## src/rtl/fetch_pkg.sv

```systemverilog
// Shared types and constants for the instruction fetch queue.
// The fetch_queue top also honours the FETCH_QUEUE_BYPASS_EN build macro.
package fetch_pkg;

    localparam int FETCH_WIDTH = 32;
    localparam logic [31:0] NOP_INSTR = 32'h00000013;

    typedef struct packed {
        logic [FETCH_WIDTH-1:0] pc;
        logic [31:0]            instr;
    } fetch_entry_t;

endpackage

```

## src/rtl/fetch_queue_ptr.sv

```systemverilog
// Wrap-bit pointer for the fetch queue; one extra MSB distinguishes full from empty.
module fetch_queue_ptr #(
    parameter int DEPTH = 4
) (
    input  logic                   clk,
    input  logic                   rst,
    input  logic                   clr,
    input  logic                   inc,
    output logic [$clog2(DEPTH):0] ptr
);

    localparam int PW = $clog2(DEPTH) + 1;

    // Natural overflow of the PW-bit register gives the modulo 2*DEPTH wrap.
    always_ff @(posedge clk or negedge rst) begin
        if (!rst) begin
            ptr <= '0;
        end else if (clr) begin
            ptr <= '0;
        end else if (inc) begin
            ptr <= ptr + PW'(1);
        end
    end

endmodule

```

## src/rtl/fetch_queue.sv

```systemverilog
// In-order instruction fetch buffer between imem and decode, flushed on redirect.
// Define FETCH_QUEUE_BYPASS_EN for a zero-latency path from fetch_* to dec_* when empty.
module fetch_queue
    import fetch_pkg::*;
#(
    parameter int WIDTH = 32,
    parameter int DEPTH = 4
) (
    input  logic                   clk,
    input  logic                   rst,
    input  logic                   fetch_valid,
    output logic                   fetch_ready,
    input  logic [WIDTH-1:0]       fetch_pc,
    input  logic [31:0]            fetch_instr,
    input  logic                   redirect,
    output logic                   dec_valid,
    input  logic                   dec_ready,
    output logic [WIDTH-1:0]       dec_pc,
    output logic [31:0]            dec_instr,
    output logic [$clog2(DEPTH):0] count
);

    localparam int AW = $clog2(DEPTH);

    logic [AW:0]      rd_ptr;
    logic [AW:0]      wr_ptr;
    logic [AW-1:0]    rd_idx;
    logic [AW-1:0]    wr_idx;
    logic             empty;
    logic             full;
    logic             push;
    logic             pop;
    logic             rd_inc;
    logic             wr_inc;
    logic [WIDTH-1:0] pc_mem    [DEPTH];
    logic [31:0]      instr_mem [DEPTH];

    assign rd_idx      = rd_ptr[AW-1:0];
    assign wr_idx      = wr_ptr[AW-1:0];
    assign empty       = (wr_ptr == rd_ptr);
    assign full        = (wr_ptr[AW] != rd_ptr[AW]) && (wr_idx == rd_idx);
    assign count       = wr_ptr - rd_ptr;
    assign fetch_ready = !full;

    assign push = fetch_valid && fetch_ready && !redirect;
    assign pop  = dec_valid && dec_ready;

`ifdef FETCH_QUEUE_BYPASS_EN
    logic bypass;

    // A bypassed entry that decode takes immediately never touches storage.
    assign bypass = empty && fetch_valid && !redirect;
    assign wr_inc = push && !(bypass && dec_ready);
    assign rd_inc = pop && !bypass;
`else
    assign wr_inc = push;
    assign rd_inc = pop;
`endif

    fetch_queue_ptr #(.DEPTH(DEPTH)) u_rd_ptr (
        .clk (clk),
        .rst (rst),
        .clr (redirect),
        .inc (rd_inc),
        .ptr (rd_ptr)
    );

    fetch_queue_ptr #(.DEPTH(DEPTH)) u_wr_ptr (
        .clk (clk),
        .rst (rst),
        .clr (redirect),
        .inc (wr_inc),
        .ptr (wr_ptr)
    );

    always_ff @(posedge clk or negedge rst) begin
        if (!rst) begin
            for (int i = 0; i < DEPTH; i++) begin
                pc_mem[i]    <= '0;
                instr_mem[i] <= '0;
            end
        end else if (wr_inc) begin
            pc_mem[wr_idx]    <= fetch_pc;
            instr_mem[wr_idx] <= fetch_instr;
        end
    end

    // Redirect masks the head so a wrong-path instruction can never be popped.
    always_comb begin
        dec_valid = 1'b0;
        dec_pc    = '0;
        dec_instr = NOP_INSTR;
        if (!redirect) begin
            if (!empty) begin
                dec_valid = 1'b1;
                dec_pc    = pc_mem[rd_idx];
                dec_instr = instr_mem[rd_idx];
            end
`ifdef FETCH_QUEUE_BYPASS_EN
            else if (bypass) begin
                dec_valid = 1'b1;
                dec_pc    = fetch_pc;
                dec_instr = fetch_instr;
            end
`endif
        end
    end

endmodule

```

## config.mk

```make
export PLATFORM = sky130hd
export DESIGN_NAME = fetch_queue
export DESIGN_NICKNAME = d
export VERILOG_FILES = /design/src/rtl/fetch_pkg.sv /design/src/rtl/fetch_queue_ptr.sv /design/src/rtl/fetch_queue.sv
export SDC_FILE = /design/constraint.sdc
export NUM_CORES = 1
export LEC_CHECK = 0
export ABC_AREA = 1
export BUFFER_PORTS_ARGS = -buffer_cell sky130_fd_sc_hd__buf_2
export CELL_PAD_IN_SITES_DETAIL_PLACEMENT = 1
export CELL_PAD_IN_SITES_GLOBAL_PLACEMENT = 1
export CORE_ASPECT_RATIO = 2
export CORE_MARGIN = 8
export CORE_UTILIZATION = 43
export DETAILED_ROUTE_END_ITERATION = 12
export GPL_TIMING_DRIVEN = 0
export HOLD_SLACK_MARGIN = 0.06
export PLACE_DENSITY = 0.83
export SETUP_SLACK_MARGIN = 0.3
export SYNTH_ARGS = -nofsm -noshare
export SYNTH_HDL_FRONTEND = slang
export SYNTH_SLANG_ARGS = --single-unit
```

## constraint.sdc

```tcl
create_clock -name clk -period 2.25 [get_ports clk]
set_input_delay 0.225 -clock clk [delete_from_list [all_inputs] [get_ports clk]]
set_output_delay 0.225 -clock clk [all_outputs]
set_load 0.01 [all_outputs]
```

==> flow_summary.html <==
<table>
<tr><th>Metric</th><th>Value</th></tr>
<tr><th colspan="2">Timing</th></tr>
<tr><td>Final setup viols</td><td>323</td></tr>
<tr><td>Endpoints failing hold</td><td>0</td></tr>
<tr><td>Transition at the pin with the smallest max-transition slack</td><td>0.683 ns</td></tr>
<tr><td>Post-route setup slack</td><td>-0.428 ns</td></tr>
<tr><td>Setup repair after global routing missed its margin</td><td>yes</td></tr>
<tr><td>Post-route clock skew</td><td>0.0195 ns</td></tr>
<tr><td>WHS</td><td>0.107 ns</td></tr>
<tr><td>Crit path time final</td><td>~2.7 ns</td></tr>
<tr><td>FMAX</td><td>around 370 MHz</td></tr>
<tr><td>Part of the cycle the worst path needs</td><td>119%</td></tr>
<tr><td>Relative max-transition margin</td><td>54.5%</td></tr>
<tr><td>Final number of max-transition violations</td><td>0</td></tr>
<tr><th colspan="2">Clocking</th></tr>
<tr><td>Cell chosen for the clock root</td><td>clkbuf_16</td></tr>
<tr><td>Number of buffers created by CTS</td><td>26</td></tr>
<tr><td>H-Tree Depth</td><td>1</td></tr>
<tr><td>Clock net sink count</td><td>around 260</td></tr>
<tr><td>Worst-case clock buffer depth</td><td>3</td></tr>
<tr><td>Clock network latency to the later pin of the worst-skew pair</td><td>between 0.5 and 0.6 ns</td></tr>
<tr><td>Clock tree from TritonCTS</td><td>yes</td></tr>
<tr><td>Clock slew seen by the registers of the worst setup and hold paths</td><td>approximately 0.070 ns</td></tr>
<tr><th colspan="2">Critical path</th></tr>
<tr><td>Worst setup startpoint</td><td>u_rd_ptr.ptr[1]</td></tr>
<tr><td>Data required time of the worst path</td><td>approximately 2.7 ns</td></tr>
<tr><td>Launch point of the worst reg-to-reg path</td><td>u_rd_ptr.ptr[1]</td></tr>
<tr><td>Critical-path maximum fanout</td><td>10</td></tr>
<tr><td>CP max stage cell</td><td>nand4_2</td></tr>
<tr><td>Worst Setup Path Type</td><td>reg -&gt; reg</td></tr>
<tr><td>Maximum cell stage delay along the critical path</td><td>0.51 ns</td></tr>
<tr><td>WP buf/inv</td><td>6</td></tr>
<tr><td>Delay-heaviest family, CP</td><td>buffers and inverters</td></tr>
<tr><td>Nature of the critical path startpoint</td><td>flop</td></tr>
<tr><td>Crit path top cell by count</td><td>nand2_1</td></tr>
<tr><td>Endpoint kind of the worst setup timing path</td><td>flop</td></tr>
<tr><td>Arrival time of the worst setup path</td><td>3.13 ns</td></tr>
<tr><td>Series of cell instances along the critical path</td><td>inv_2, buf_8, ha_4, nand2_4, inv_4, buf_4, buf_6, nand3_4, nand4_2, clkbuf_1, nand2_1, nand2_1</td></tr>
<tr><th colspan="2">Power</th></tr>
<tr><td>Power per cell area</td><td>about 1000 mW/mm2</td></tr>
<tr><td>Peak supply drop</td><td>between 0.7 and 0.8 mV</td></tr>
<tr><td>Leak Pwr</td><td>about 9.5 nW</td></tr>
<tr><th colspan="2">Floorplan</th></tr>
<tr><td>Die Width</td><td>roughly 140 um</td></tr>
<tr><td>Starting density of the core</td><td>a little over two fifths</td></tr>
<tr><td>Area enclosed by the die boundary</td><td>~0.035 mm2</td></tr>
<tr><td>Area of the core</td><td>0.0286 mm2</td></tr>
<tr><td>Total I/O pin count</td><td>138</td></tr>
<tr><td>Vertical extent of the die</td><td>approximately 260 um</td></tr>
<tr><td>Site Rows</td><td>approximately 90</td></tr>
<tr><th colspan="2">Run status</th></tr>
<tr><td>Status</td><td>finished with violations</td></tr>
<tr><td>Violated checks</td><td>negative setup slack</td></tr>
<tr><th colspan="2">Synth</th></tr>
<tr><td>Average cell area after synthesis</td><td>about 7.6 um2</td></tr>
<tr><td>Count of flip-flops with a built-in enable after synthesis</td><td>0</td></tr>
<tr><td>Number of flip-flops and latches in the synthesized netlist</td><td>between 200 and 300</td></tr>
<tr><td>Sequential-to-total area share from yosys stat</td><td>about 53%</td></tr>
<tr><td>Cell area after synthesis</td><td>approximately 0.012 mm2</td></tr>
<tr><td>Synthesized instance count</td><td>roughly 1,600</td></tr>
<tr><td>Async set or reset register ratio after synthesis</td><td>between 90% and 100%</td></tr>
<tr><td>Total number of yosys warnings</td><td>0</td></tr>
<tr><td>Number of library cell types mapped by synthesis</td><td>21</td></tr>
<tr><td>Syn Nets</td><td>roughly 1,700</td></tr>
<tr><td>Main synth FF type</td><td>dfrtp_1</td></tr>
<tr><th colspan="2">Worst hold path</th></tr>
<tr><td>Path category of the worst min-delay check</td><td>in -&gt; reg</td></tr>
<tr><td>Hold path startpoint</td><td>dec_ready</td></tr>
<tr><th colspan="2">Routing</th></tr>
<tr><td>Routed WL per cell</td><td>between 20 and 30 um</td></tr>
<tr><td>Total number of vias</td><td>between 10,000 and 15,000</td></tr>
<tr><td>Total DRC errors in the routed layout</td><td>0</td></tr>
<tr><td>Vias per cell</td><td>5.83</td></tr>
<tr><td>Wirelength, routed</td><td>between 50,000 and 60,000 um</td></tr>
<tr><td>1st-iter DRT viols</td><td>about 940</td></tr>
<tr><td>Post-route ant nets</td><td>0</td></tr>
<tr><td>First drt pass iteration count</td><td>5</td></tr>
<tr><th colspan="2">Cells and area</th></tr>
<tr><td>Post-synthesis to final-layout area growth</td><td>46.1%</td></tr>
<tr><td>Post-layout util</td><td>a little over three fifths</td></tr>
<tr><td>Final Net Count</td><td>around 2,000</td></tr>
<tr><td>Fraction of final layout cells sized beyond drive strength 1</td><td>between 30% and 40%</td></tr>
<tr><th colspan="2">GRT</th></tr>
<tr><td>Via count of the first global-routing pass</td><td>approximately 14,000</td></tr>
<tr><td>Global-route wire length before repair</td><td>roughly 74,000 um</td></tr>
<tr><td>Total congestion overflow after global routing</td><td>0</td></tr>
<tr><td>Antenna violations before repair</td><td>1</td></tr>
<tr><td>Total routing usage reported by global routing</td><td>a little over a quarter</td></tr>
<tr><td>Largest net degree at the start of global routing</td><td>102</td></tr>
<tr><th colspan="2">Run</th></tr>
<tr><td>Max-cap violation count</td><td>0</td></tr>
<tr><th colspan="2">Placement</th></tr>
<tr><td>Routability congestion estimate</td><td>about 0.83</td></tr>
<tr><td>Port Buf Inserts</td><td>136</td></tr>
<tr><td>Hpwl dp</td><td>28,700 um</td></tr>
</table>
-- metrics by stage --
stage	setup WS, ns	cell area, um2	power (W)	cells	setup TNS [ns]
floorplan	0.359	12400	0.00933	1633	0
global placement	-4.08	13500	0.0107	2129	-1169.98
detailed placement	-0.789	13600	0.0109	2131	-117.60
CTS	-0.256	16100	0.0166	2262	-24.16
global route	-0.444	18100	0.0188	2300	-87.21
finish	-0.428	18100	0.0181	2300	-78.85
-- area by class of cell --
type,instances,area [um2]
Tap cell,360,450
Fill cell,3280,10500
Inverter,17,68.8
Clock buffer,36,779
Antenna cell,1,2.50
Timing Repair Buffer,257,2470
Multi-Input combinational cell,1258,6640
Clock inverter,11,139
Sequential cell,262,6560
Buffer,98,975
-- worst min-delay path, cell delays in order --
cell and delay (ns):
buf_2 0.09, nand3_1 0.16, nand3_1 0.09, nand2_1 0.06
-- logic make-up (layout without fill, tap and decap cells) --
kind of cell / Yosys count / in the layout / synth area share (%)
DFF: 262 / 262 / 52.9
adders and majority gates: 8 / 8 / 0.869
other: 0 / 1 / 0
buffers and inverters: 115 / 419 / 5.08
xor gates and xnor gates: 3 / 3 / 0.212
and+or+nand+nor: 1051 / 1053 / 33.0
AOI/OAI and AO/OA: 194 / 194 / 7.93
-- power by group --
part	total, W	internal [W]	switching, W
sequential	0.00702	0.00607	0.000958
combinational	0.00627	0.00231	0.00396
clock	0.00482	0.00277	0.00205
-- cells in the final DEF (no fill, tap or decap), types with 14 or more instances in the layout --
cell / count
nor2_1: 250
nand2_2: 121
nand2_4: 72
dlygate4sd3_1: 65
a21oi_2: 28
dfrtp_1: 260
a21oi_4: 33
buf_12: 16
buf_4: 25
clkbuf_16: 50
o21ai_1: 14
clkbuf_2: 22
buf_2: 109
o21ai_0: 115
buf_6: 60
nand2_1: 590
-- cells in the mapped netlist (3+ instances only) --
library cell | instances | area share [%]
nand2_1 | 784 | 24
dfrtp_1 | 262 | 53
nor2_1 | 250 | 7.6
o21ai_0 | 130 | 5.3
a21oi_1 | 61 | 2.5
clkbuf_1 | 55 | 1.7
buf_6 | 24 | 2.2
inv_1 | 16 | 0.48
buf_2 | 14 | 0.57
ha_1 | 7 | 0.71
nand3_1 | 6 | 0.24
buf_1 | 5 | 0.15
nand4_2 | 4 | 0.40
nor2_8 | 4 | 0.65
o221ai_1 | 3 | 0.21
-- routing by layer --
| metal | GRT usage [%] | vias to the layer above | wire length (um) |
|---|---|---|---|
| met1 | 30.9 | 6736 | 21000 |
| met5 | 0 | - | 0 |
| met3 | 3.26 | 314 | 3820 |
| met4 | 11.8 | 0 | 4720 |
| met2 | 48.2 | 718 | 30200 |
| li1 | - | 5646 | - |
-- sequential cells by signal, indices dropped and copies added, names as in the netlist --
register	count
instr_mem	128
pc_mem	128
u_rd_ptr.ptr	3
u_wr_ptr.ptr	3
-- timing repair --
| item | 4_1_cts | 5_1_grt |
|---|---|---|
| setup endpoints to repair | 327 | 325 |
| cloned | 7 | 15 |
| resized for setup | 194 | 432 |
| hold buffers | 65 | 0 |
| pin swaps | 6 | 70 |
| hold endpoints to repair | 337 | 0 |
| buffers inserted | 12 | 22 |
-- path summary, 6_finish.rpt --
check,to,slack (ns),depth (start not counted)
max,instr_mem[42],-0.43,12
min,u_rd_ptr.ptr[2],0.11,4
max reg2reg,instr_mem[42],-0.43,12
min reg2reg,pc_mem[17],0.48,2
max in group asynchronous,pc_mem[113],0.56,4
min in group asynchronous,instr_mem[7],0.25,2
(Power assumes the default switching activity.)
